## src/rtl/mps_intl_handler.sv

```systemverilog
// Interlock manager: per-channel sync/debounce, masked fault latch, first-fault
// capture and an IDLE/RUN/FAULT machine driving a registered PWM enable.
module mps_intl_handler #(
   parameter int                    C_INTL_NUM  = 16,
   parameter logic [C_INTL_NUM-1:0] C_INTL_POL  = {C_INTL_NUM{1'b1}},
   parameter int                    C_DB_WIDTH  = 16,
   parameter int                    C_IDX_WIDTH = $clog2(C_INTL_NUM)
) (
   input  logic                   i_clk,
   input  logic                   i_rst,
   input  logic [C_INTL_NUM-1:0]  i_intl_raw,
   input  logic [C_INTL_NUM-1:0]  i_intl_mask,
   input  logic [C_DB_WIDTH-1:0]  i_db_cnt,
   input  logic                   i_pwm_en_req,
   input  logic                   i_clear,
   output logic                   o_pwm_en,
   output logic [C_INTL_NUM-1:0]  o_intl_live,
   output logic [C_INTL_NUM-1:0]  o_intl_state,
   output logic                   o_intl_any,
   output logic [C_IDX_WIDTH-1:0] o_first_idx,
   output logic                   o_first_valid,
   output logic                   o_clear_rej,
   output logic [15:0]            o_trip_cnt,
   output logic [1:0]             o_fsm_state
);

   typedef enum logic [1:0] {
      ST_IDLE  = 2'b00,
      ST_RUN   = 2'b01,
      ST_FAULT = 2'b10
   } fsm_t;

   fsm_t                   fsm_q;
   logic                   pwm_q;
   logic [15:0]            trip_q;
   logic                   rej_q;

   logic [C_INTL_NUM-1:0]  sync1_q, sync2_q;
   logic [C_INTL_NUM-1:0]  fault_raw_q, fault_raw_d;
   logic [C_INTL_NUM-1:0]  live_q, live_d;
   logic [C_DB_WIDTH-1:0]  db_cnt_q [C_INTL_NUM];
   logic [C_DB_WIDTH-1:0]  db_cnt_d [C_INTL_NUM];
   logic [C_DB_WIDTH:0]    db_thr;
   logic [C_DB_WIDTH:0]    cnt_inc;

   logic [C_INTL_NUM-1:0]  state_q, state_d;
   logic                   any_q, any_d;
   logic [C_IDX_WIDTH-1:0] first_idx_q, first_idx_d;
   logic                   first_vld_q, first_vld_d;
   logic [C_IDX_WIDTH-1:0] first_hit;

   logic                   req_q, req_d_q;
   logic                   req_v1_q, req_v2_q;
   logic                   req_rise;

   logic [C_INTL_NUM-1:0]  live_m;
   logic                   new_fault;
   logic                   state_nz;
   logic                   clr_ok;

   // Synchronisers idle at the inactive pin level so reset never looks like a fault
   always_ff @(posedge i_clk or negedge i_rst) begin
      if (!i_rst) begin
         sync1_q     <= ~C_INTL_POL;
         sync2_q     <= ~C_INTL_POL;
         fault_raw_q <= '0;
      end else begin
         sync1_q     <= i_intl_raw;
         sync2_q     <= sync1_q;
         fault_raw_q <= fault_raw_d;
      end
   end

   assign fault_raw_d = sync2_q ~^ C_INTL_POL;

   // A zero debounce setting behaves as a single-cycle qualification
   assign db_thr = (i_db_cnt == '0) ? {{C_DB_WIDTH{1'b0}}, 1'b1} : {1'b0, i_db_cnt};

   always_comb begin
      live_d  = live_q;
      cnt_inc = '0;
      for (int k = 0; k < C_INTL_NUM; k++) begin
         db_cnt_d[k] = '0;
         cnt_inc     = {1'b0, db_cnt_q[k]} + {{C_DB_WIDTH{1'b0}}, 1'b1};
         if (fault_raw_q[k] != live_q[k]) begin
            if (cnt_inc >= db_thr) begin
               live_d[k] = ~live_q[k];
            end else if (&db_cnt_q[k]) begin
               db_cnt_d[k] = db_cnt_q[k];
            end else begin
               db_cnt_d[k] = cnt_inc[C_DB_WIDTH-1:0];
            end
         end
      end
   end

   always_ff @(posedge i_clk or negedge i_rst) begin
      if (!i_rst) begin
         live_q <= '0;
         for (int k = 0; k < C_INTL_NUM; k++) db_cnt_q[k] <= '0;
      end else begin
         live_q <= live_d;
         for (int k = 0; k < C_INTL_NUM; k++) db_cnt_q[k] <= db_cnt_d[k];
      end
   end

   assign live_m    = live_q & i_intl_mask;
   assign new_fault = |(live_m & ~state_q);
   assign state_nz  = |state_q;
   assign clr_ok    = (fsm_q == ST_FAULT) && i_clear && (live_m == '0) && !new_fault;

   always_comb begin
      first_hit = '0;
      for (int k = C_INTL_NUM - 1; k >= 0; k--) begin
         if (live_m[k]) first_hit = C_IDX_WIDTH'(k);
      end
   end

   always_comb begin
      state_d     = state_q | live_m;
      first_idx_d = first_idx_q;
      first_vld_d = first_vld_q;
      if (clr_ok) begin
         state_d     = '0;
         first_idx_d = '0;
         first_vld_d = 1'b0;
      end else if (!state_nz && (live_m != '0)) begin
         first_idx_d = first_hit;
         first_vld_d = 1'b1;
      end
      any_d = |state_d;
   end

   always_ff @(posedge i_clk or negedge i_rst) begin
      if (!i_rst) begin
         state_q     <= '0;
         any_q       <= 1'b0;
         first_idx_q <= '0;
         first_vld_q <= 1'b0;
      end else begin
         state_q     <= state_d;
         any_q       <= any_d;
         first_idx_q <= first_idx_d;
         first_vld_q <= first_vld_d;
      end
   end

   // Edge detect only once req_d holds a real post-reset sample, so a request
   // held high across reset release is not mistaken for a fresh arm
   always_ff @(posedge i_clk or negedge i_rst) begin
      if (!i_rst) begin
         req_q    <= 1'b0;
         req_d_q  <= 1'b0;
         req_v1_q <= 1'b0;
         req_v2_q <= 1'b0;
      end else begin
         req_q    <= i_pwm_en_req;
         req_d_q  <= req_q;
         req_v1_q <= 1'b1;
         req_v2_q <= req_v1_q;
      end
   end

   assign req_rise = req_q && !req_d_q && req_v2_q;

   always_ff @(posedge i_clk or negedge i_rst) begin
      if (!i_rst) begin
         fsm_q  <= ST_IDLE;
         pwm_q  <= 1'b0;
         trip_q <= '0;
         rej_q  <= 1'b0;
      end else begin
         pwm_q <= 1'b0;
         rej_q <= 1'b0;
         case (fsm_q)
            ST_IDLE: begin
               if (state_nz || new_fault) begin
                  fsm_q <= ST_FAULT;
               end else if (req_rise) begin
                  fsm_q <= ST_RUN;
                  pwm_q <= 1'b1;
               end
            end
            ST_RUN: begin
               if (state_nz || new_fault) begin
                  fsm_q <= ST_FAULT;
                  if (trip_q != 16'hFFFF) trip_q <= trip_q + 16'd1;
               end else if (!req_q) begin
                  fsm_q <= ST_IDLE;
               end else begin
                  pwm_q <= 1'b1;
               end
            end
            ST_FAULT: begin
               if (i_clear) begin
                  if (clr_ok) fsm_q <= ST_IDLE;
                  else        rej_q <= 1'b1;
               end
            end
            default: fsm_q <= ST_IDLE;
         endcase
      end
   end

   assign o_pwm_en      = pwm_q;
   assign o_intl_live   = live_q;
   assign o_intl_state  = state_q;
   assign o_intl_any    = any_q;
   assign o_first_idx   = first_idx_q;
   assign o_first_valid = first_vld_q;
   assign o_clear_rej   = rej_q;
   assign o_trip_cnt    = trip_q;
   assign o_fsm_state   = fsm_q;

endmodule

```

## config.mk

```make
export PLATFORM = sky130hd
export DESIGN_NAME = mps_intl_handler
export DESIGN_NICKNAME = d
export VERILOG_FILES = /design/src/rtl/mps_intl_handler.sv
export SDC_FILE = /design/constraint.sdc
export NUM_CORES = 1
export LEC_CHECK = 0
export CORE_ASPECT_RATIO = 1.5
export CORE_MARGIN = 2
export CORE_UTILIZATION = 33
export CTS_CLUSTER_DIAMETER = 80
export DETAILED_ROUTE_END_ITERATION = 8
export SLEW_MARGIN = 0
export SYNTH_ARGS = -nofsm -noshare
export SYNTH_HDL_FRONTEND = slang
export SYNTH_SLANG_ARGS = --single-unit
```

## constraint.sdc

```tcl
create_clock -name i_clk -period 8.2 [get_ports i_clk]
set_input_delay 1.23 -clock i_clk [delete_from_list [all_inputs] [get_ports i_clk]]
set_output_delay 1.23 -clock i_clk [all_outputs]
set_load 0.05 [all_outputs]
```

* Yosys cells after proc, flatten, opt, wreduce, memory -nomap -nowiden *
Index checks and enable logic that the tools add are counted.
W data, S select, Z words.

word-level totals
  register bits = 366
  output and inout bits = 58

cells by class
  bitwise operators = 20
  $lt $le $gt $ge = 16
  reduce and logical (&&, ||, !) cells = 52
  mux-type cells = 85
  eq/ne operators = 39
  $add $sub $neg = 17

operators by type and width
  kind                     count
  $mux W16                 50
  $add A16 B1 Y17 const B  16
  $ge A17 B16 Y1           16
  $reduce_and A16 Y1       16
  $mux W4                  18
  $ne A3 B3 Y1 const B     18
  $reduce_or A16 Y1        3
  $and A16 B16 Y16         2
  $logic_not A16 Y1        2
  $reduce_and A2 Y1        16
  $add A16 B1 Y16 const B  1
  $ne A1 B1 Y1             16
  $ne A16 B16 Y1 const B   1
  $not A1 Y1               16
  $not A16 Y16             1
  $or A16 B16 Y16          1
  $reduce_bool A16 Y1      1
  $mux W2                  6
  $mux W1                  9
  $logic_and A1 B1 Y1      6
  $pmux W2 S3              1
  $ne A2 B2 Y1 const B     2
  $reduce_and A4 Y1        1
  $logic_not A1 Y1         3
  7 further kinds          7

* Logic depth before layout (Yosys ltp) *
  word-level depth = 19
  depth in mapped cells = 15
  depth with buffers taken out = 13

* Worst setup path before layout *
OpenSTA, ideal clock, no wires.

  kind = in2reg
  start = in i_db_cnt[2]
  end = reg db_cnt_q[163] in the netlist's numbering
  stages = 12
  buffers on the path = 3
  setup slack = 3.984 ns
  arrival time = 4.128 ns
  path through = buf_4 > buf_2 > nor4_1 > a41o_1 > ha_1 > a21bo_2 > a21o_1 > a211o_1 > a311oi_1 > a21boi_1 > clkbuf_1 > nor3b_1

on the way
  word-level cells in the longest chain between the ends = 5
  elaborated cells on any way between the ends = 6

RTL lines
  element             line  text
  start: declaration  13    input logic [C_DB_WIDTH-1:0] i_db_cnt,
  $logic_not A16 Y1   77    assign db_thr = (i_db_cnt == '0) ? {{C_DB_WIDTH{1'b0}}, 1'b1} : {1'b0, i_db_cnt};
  $mux W16 *          77
  $ge A17 B16 Y1 *    86    if (cnt_inc >= db_thr) begin
  $mux W16            86
  $mux W16            85    if (fault_raw_q[k] != live_q[k]) begin
  end: declaration    41    logic [C_DB_WIDTH-1:0] db_cnt_q [C_INTL_NUM];

Mark *: on every way between the ends. The rest lies on a longest branch, timed or not.
A chain may end at the register's enable or synchronous reset.

* Worst setup path after layout *
  start = in i_db_cnt[2]
  end = reg db_cnt_q[46] in the netlist's numbering

Same word-level chain as after synthesis.

==> impl_metrics.ini <==
[outcome]
status = finished, final reports clean

[worst_setup_path]
required_ns = 8.67
cp_num_buf_inv = 3
startpoint = i_db_cnt[2]
worst-path-max-fanout = 19
cpMostUsedCell = buf_4
reg2regPathDepth = 13
cp.depth = 12
r2r_start = db_cnt_q[96]
reg2reg_slack_ns = 4.20
path_class = in2reg
cp-start-kind = input port
crit_family = compound AO/OA/AOI/OAI gates
r2r_end = db_cnt_q[109]
critPathCaptureType = flip-flop
worstPathCellList = clkdlybuf4s50_1, buf_4, nor4_1, a41o_1, buf_4, ha_1, nor2b_1, o31ai_1, a31oi_1, o311ai_0, nand4_1, a211oi_1
worstPathArrival_ns = 4.90
slowest_stage = nand4_1
crit_end = db_cnt_q[46]
cpPeakStageDelay_ns = 0.67

[timing]
max_freq_ghz = 0.226
setup-tns-final_ns = 0
setup_viol = 0
drv_slew = 0
worst_slew_pin_slew_ns = 1.24
hold_slack_ns = 0.341
slew_headroom_pct = 17.2
skew_ns = 0.0218
min_period_ns = 4.42
rsz0062_at_grt = no
post-route-period-util_pct = 53.9
finalHoldViolations = 0

[synth]
synth_area_um2 = 22600
synthesis.yosys.warnings = 0
synth_ff_type = dfrtp_1
synthArstFlopShare_pct = 100
netlist_instances = 2273
yosysSeqAreaShare_pct = 40.6
avgSynthCellArea_um2 = 9.92
synth_edf_count = 0
syn_nets = 2582
ys_ff_latch = 366
synth.distinct_cells = 74

[global_route]
globalRouteOverflowTotal = 0
grt_max_degree = 151
grt_usage_pct = 17.7
grt_pass1_wl_um = 98900
antenna_found_initial = 1
first_global_vias = 18693

[die]
ios = 110
start_util_pct = 33.3
fp.dieW_um = 217
row_count = 117
die_h_um = 324
die_area_um2 = 70500
core_area_um2 = 67800

[routing]
drt-initial-drc-count = 1056
ant_nets = 0
drt_first_pass_iters = 7
post-route-drc-count = 0
highest_layer = met4
wl_met2_um = 29800
postRouteWirelength_um = 61600
wl_met3_um = 3110
vias_per_cell = 5.32
wl_per_cell_um = 18.5
num_vias = 17758
met1_length_um = 26400

[power_and_ir_drop]
intPower_mw = 3.19
p_comb_share_pct = 9.8
p_leak_nw = 12.9
p_clk_share_pct = 46.3
seqPwrFrac_pct = 43.9
peakVddDrop_uv = 155
switchingPower_mw = 1.12
p_sw_share_pct = 25.9
power_density_nw_per_um2 = 164

[cells_and_area]
final_common_cell = dfrtp_1
fin_nets = 2724
fillers = 6605
final_cell_mix = 366 x dfrtp_1, 257 x ha_1, 164 x xnor2_1
diodes = 0
area.growth.synth_to_final_pct = 16.5
drive_gt1_share_pct = 5.20
final_cell_area_um2 = 26300

[placement]
hpwl_um = 43000
placedInstanceArea_um2 = 24800
io_buffers = 109
globalplace.congestion = 0.821

[clocking]
cts_sinks = 366
cts_tree = done
cts_buffer_depth = 3
ctsHoldBuffers = 0
cts_buffers = 42
post_cts_buffers = 0
htreeDepth = 2
clkSlewWorstSetupHoldPaths_ns = 0.06
clkLatencyLatePin_ns = 0.58
postCtsResizedCells = 0
root_buffer = clkbuf_16

[flow_run]
cap_violations = 0

[hold_path]
hold_class = reg2reg
## cell families (layout without fill, tap and decap cells)
group                      Yosys count  in the layout  synth area share [%]
AOI/OAI and AO/OA                  348            348                  9.90
and+or+nand+nor                    867            867                  20.9
buffers and inverters              139            310                  2.42
other                                1              1                0.0166
adders and majority gates          260            260                  14.4
DFF                                366            366                  40.6
xor gates and xnor gates           271            271                  10.7
muxes                               21             21                  1.01
## per-layer routing
metal  global-route usage, %  vias to the layer above
met3                    3.00                      144
met5                       0                        -
met1                    21.7                     8748
met4                    6.82                        0
li1                        -                     8470
met2                    30.7                      396
## worst min-delay path by stage
stage | cells after the start | endpoint | startpoint
floorplan | 0 | fault_raw_d[0] | sync1_q[0]
global placement | 0 | fault_raw_q[1] | fault_raw_d[1]
global route | 0 | fault_raw_q[14] | fault_raw_d[14]
finish | 0 | fault_raw_d[6] | sync1_q[6]
CTS | 0 | fault_raw_q[10] | fault_raw_d[10]
detailed placement | 0 | fault_raw_q[10] | fault_raw_d[10]
## cells in the mapped netlist (42+ instances only)
library cell,instances,area [um2]
a21oi_1,142,711
and3_1,67,419
and4_1,42,368
dfrtp_1,366,9160
ha_1,257,3220
inv_1,98,368
nand2_1,129,484
nand3_1,135,676
nand4_1,81,507
nor2_1,141,529
nor2b_1,120,751
nor3_1,44,220
o21ai_0,42,210
xnor2_1,164,1440
xor2_1,104,911
## registers in the layout, indices dropped and copies added (netlist names), 2 cells and up
name and count:
db_cnt_q 256, fault_raw_d 16, fault_raw_q 16, o_first_idx 4
o_fsm_state 2, o_intl_live 16, o_intl_state 16, o_trip_cnt 16
sync1_q 16
## area by class of cell
cell class	count	area, um2	share of cell area, %
Clock buffer	55	1210	4.61
Timing Repair Buffer	139	1330	5.08
Clock inverter	18	234	0.891
Inverter	98	368	1.40
Tap cell	892	1120	4.25
Multi-Input combinational cell	1768	12900	48.9
Sequential cell	366	9160	34.9
## power groups by stage
stage          clock [mW]  combinational (mW)  sequential, mW
2_1_floorplan           0               0.207            1.94
3_3_place_gp            0               0.413            1.92
3_5_place_dp            0               0.427            1.92
4_1_cts              2.05               0.430            1.89
5_1_grt              2.12               0.472            1.90
6_report             1.99               0.424            1.89
## metrics by stage
stage	power (mW)	setup slack [ns]	util (%)	cells
floorplan	2.15	3.98	-	2273
global placement	2.34	3.38	36.6	3263
detailed placement	2.35	3.24	36.6	3263
CTS	4.37	3.85	38.8	3336
global route	4.49	3.49	38.8	3336
finish	4.31	3.78	38.8	3336
## worst register-to-register path, cell delays in order (launching register included)
cell	delay, ns
dfrtp_1	0.45
ha_1	0.26
nand2_1	0.09
nor3_1	0.40
and3_1	0.31
nand3_1	0.11
xor2_1	0.20
inv_1	0.07
ha_1	0.21
a211oi_1	0.24
o31ai_1	0.12
o311ai_0	0.44
nand4_1	0.67
a21oi_1	0.33
No activity file was read; power rests on OpenSTA's default activity.
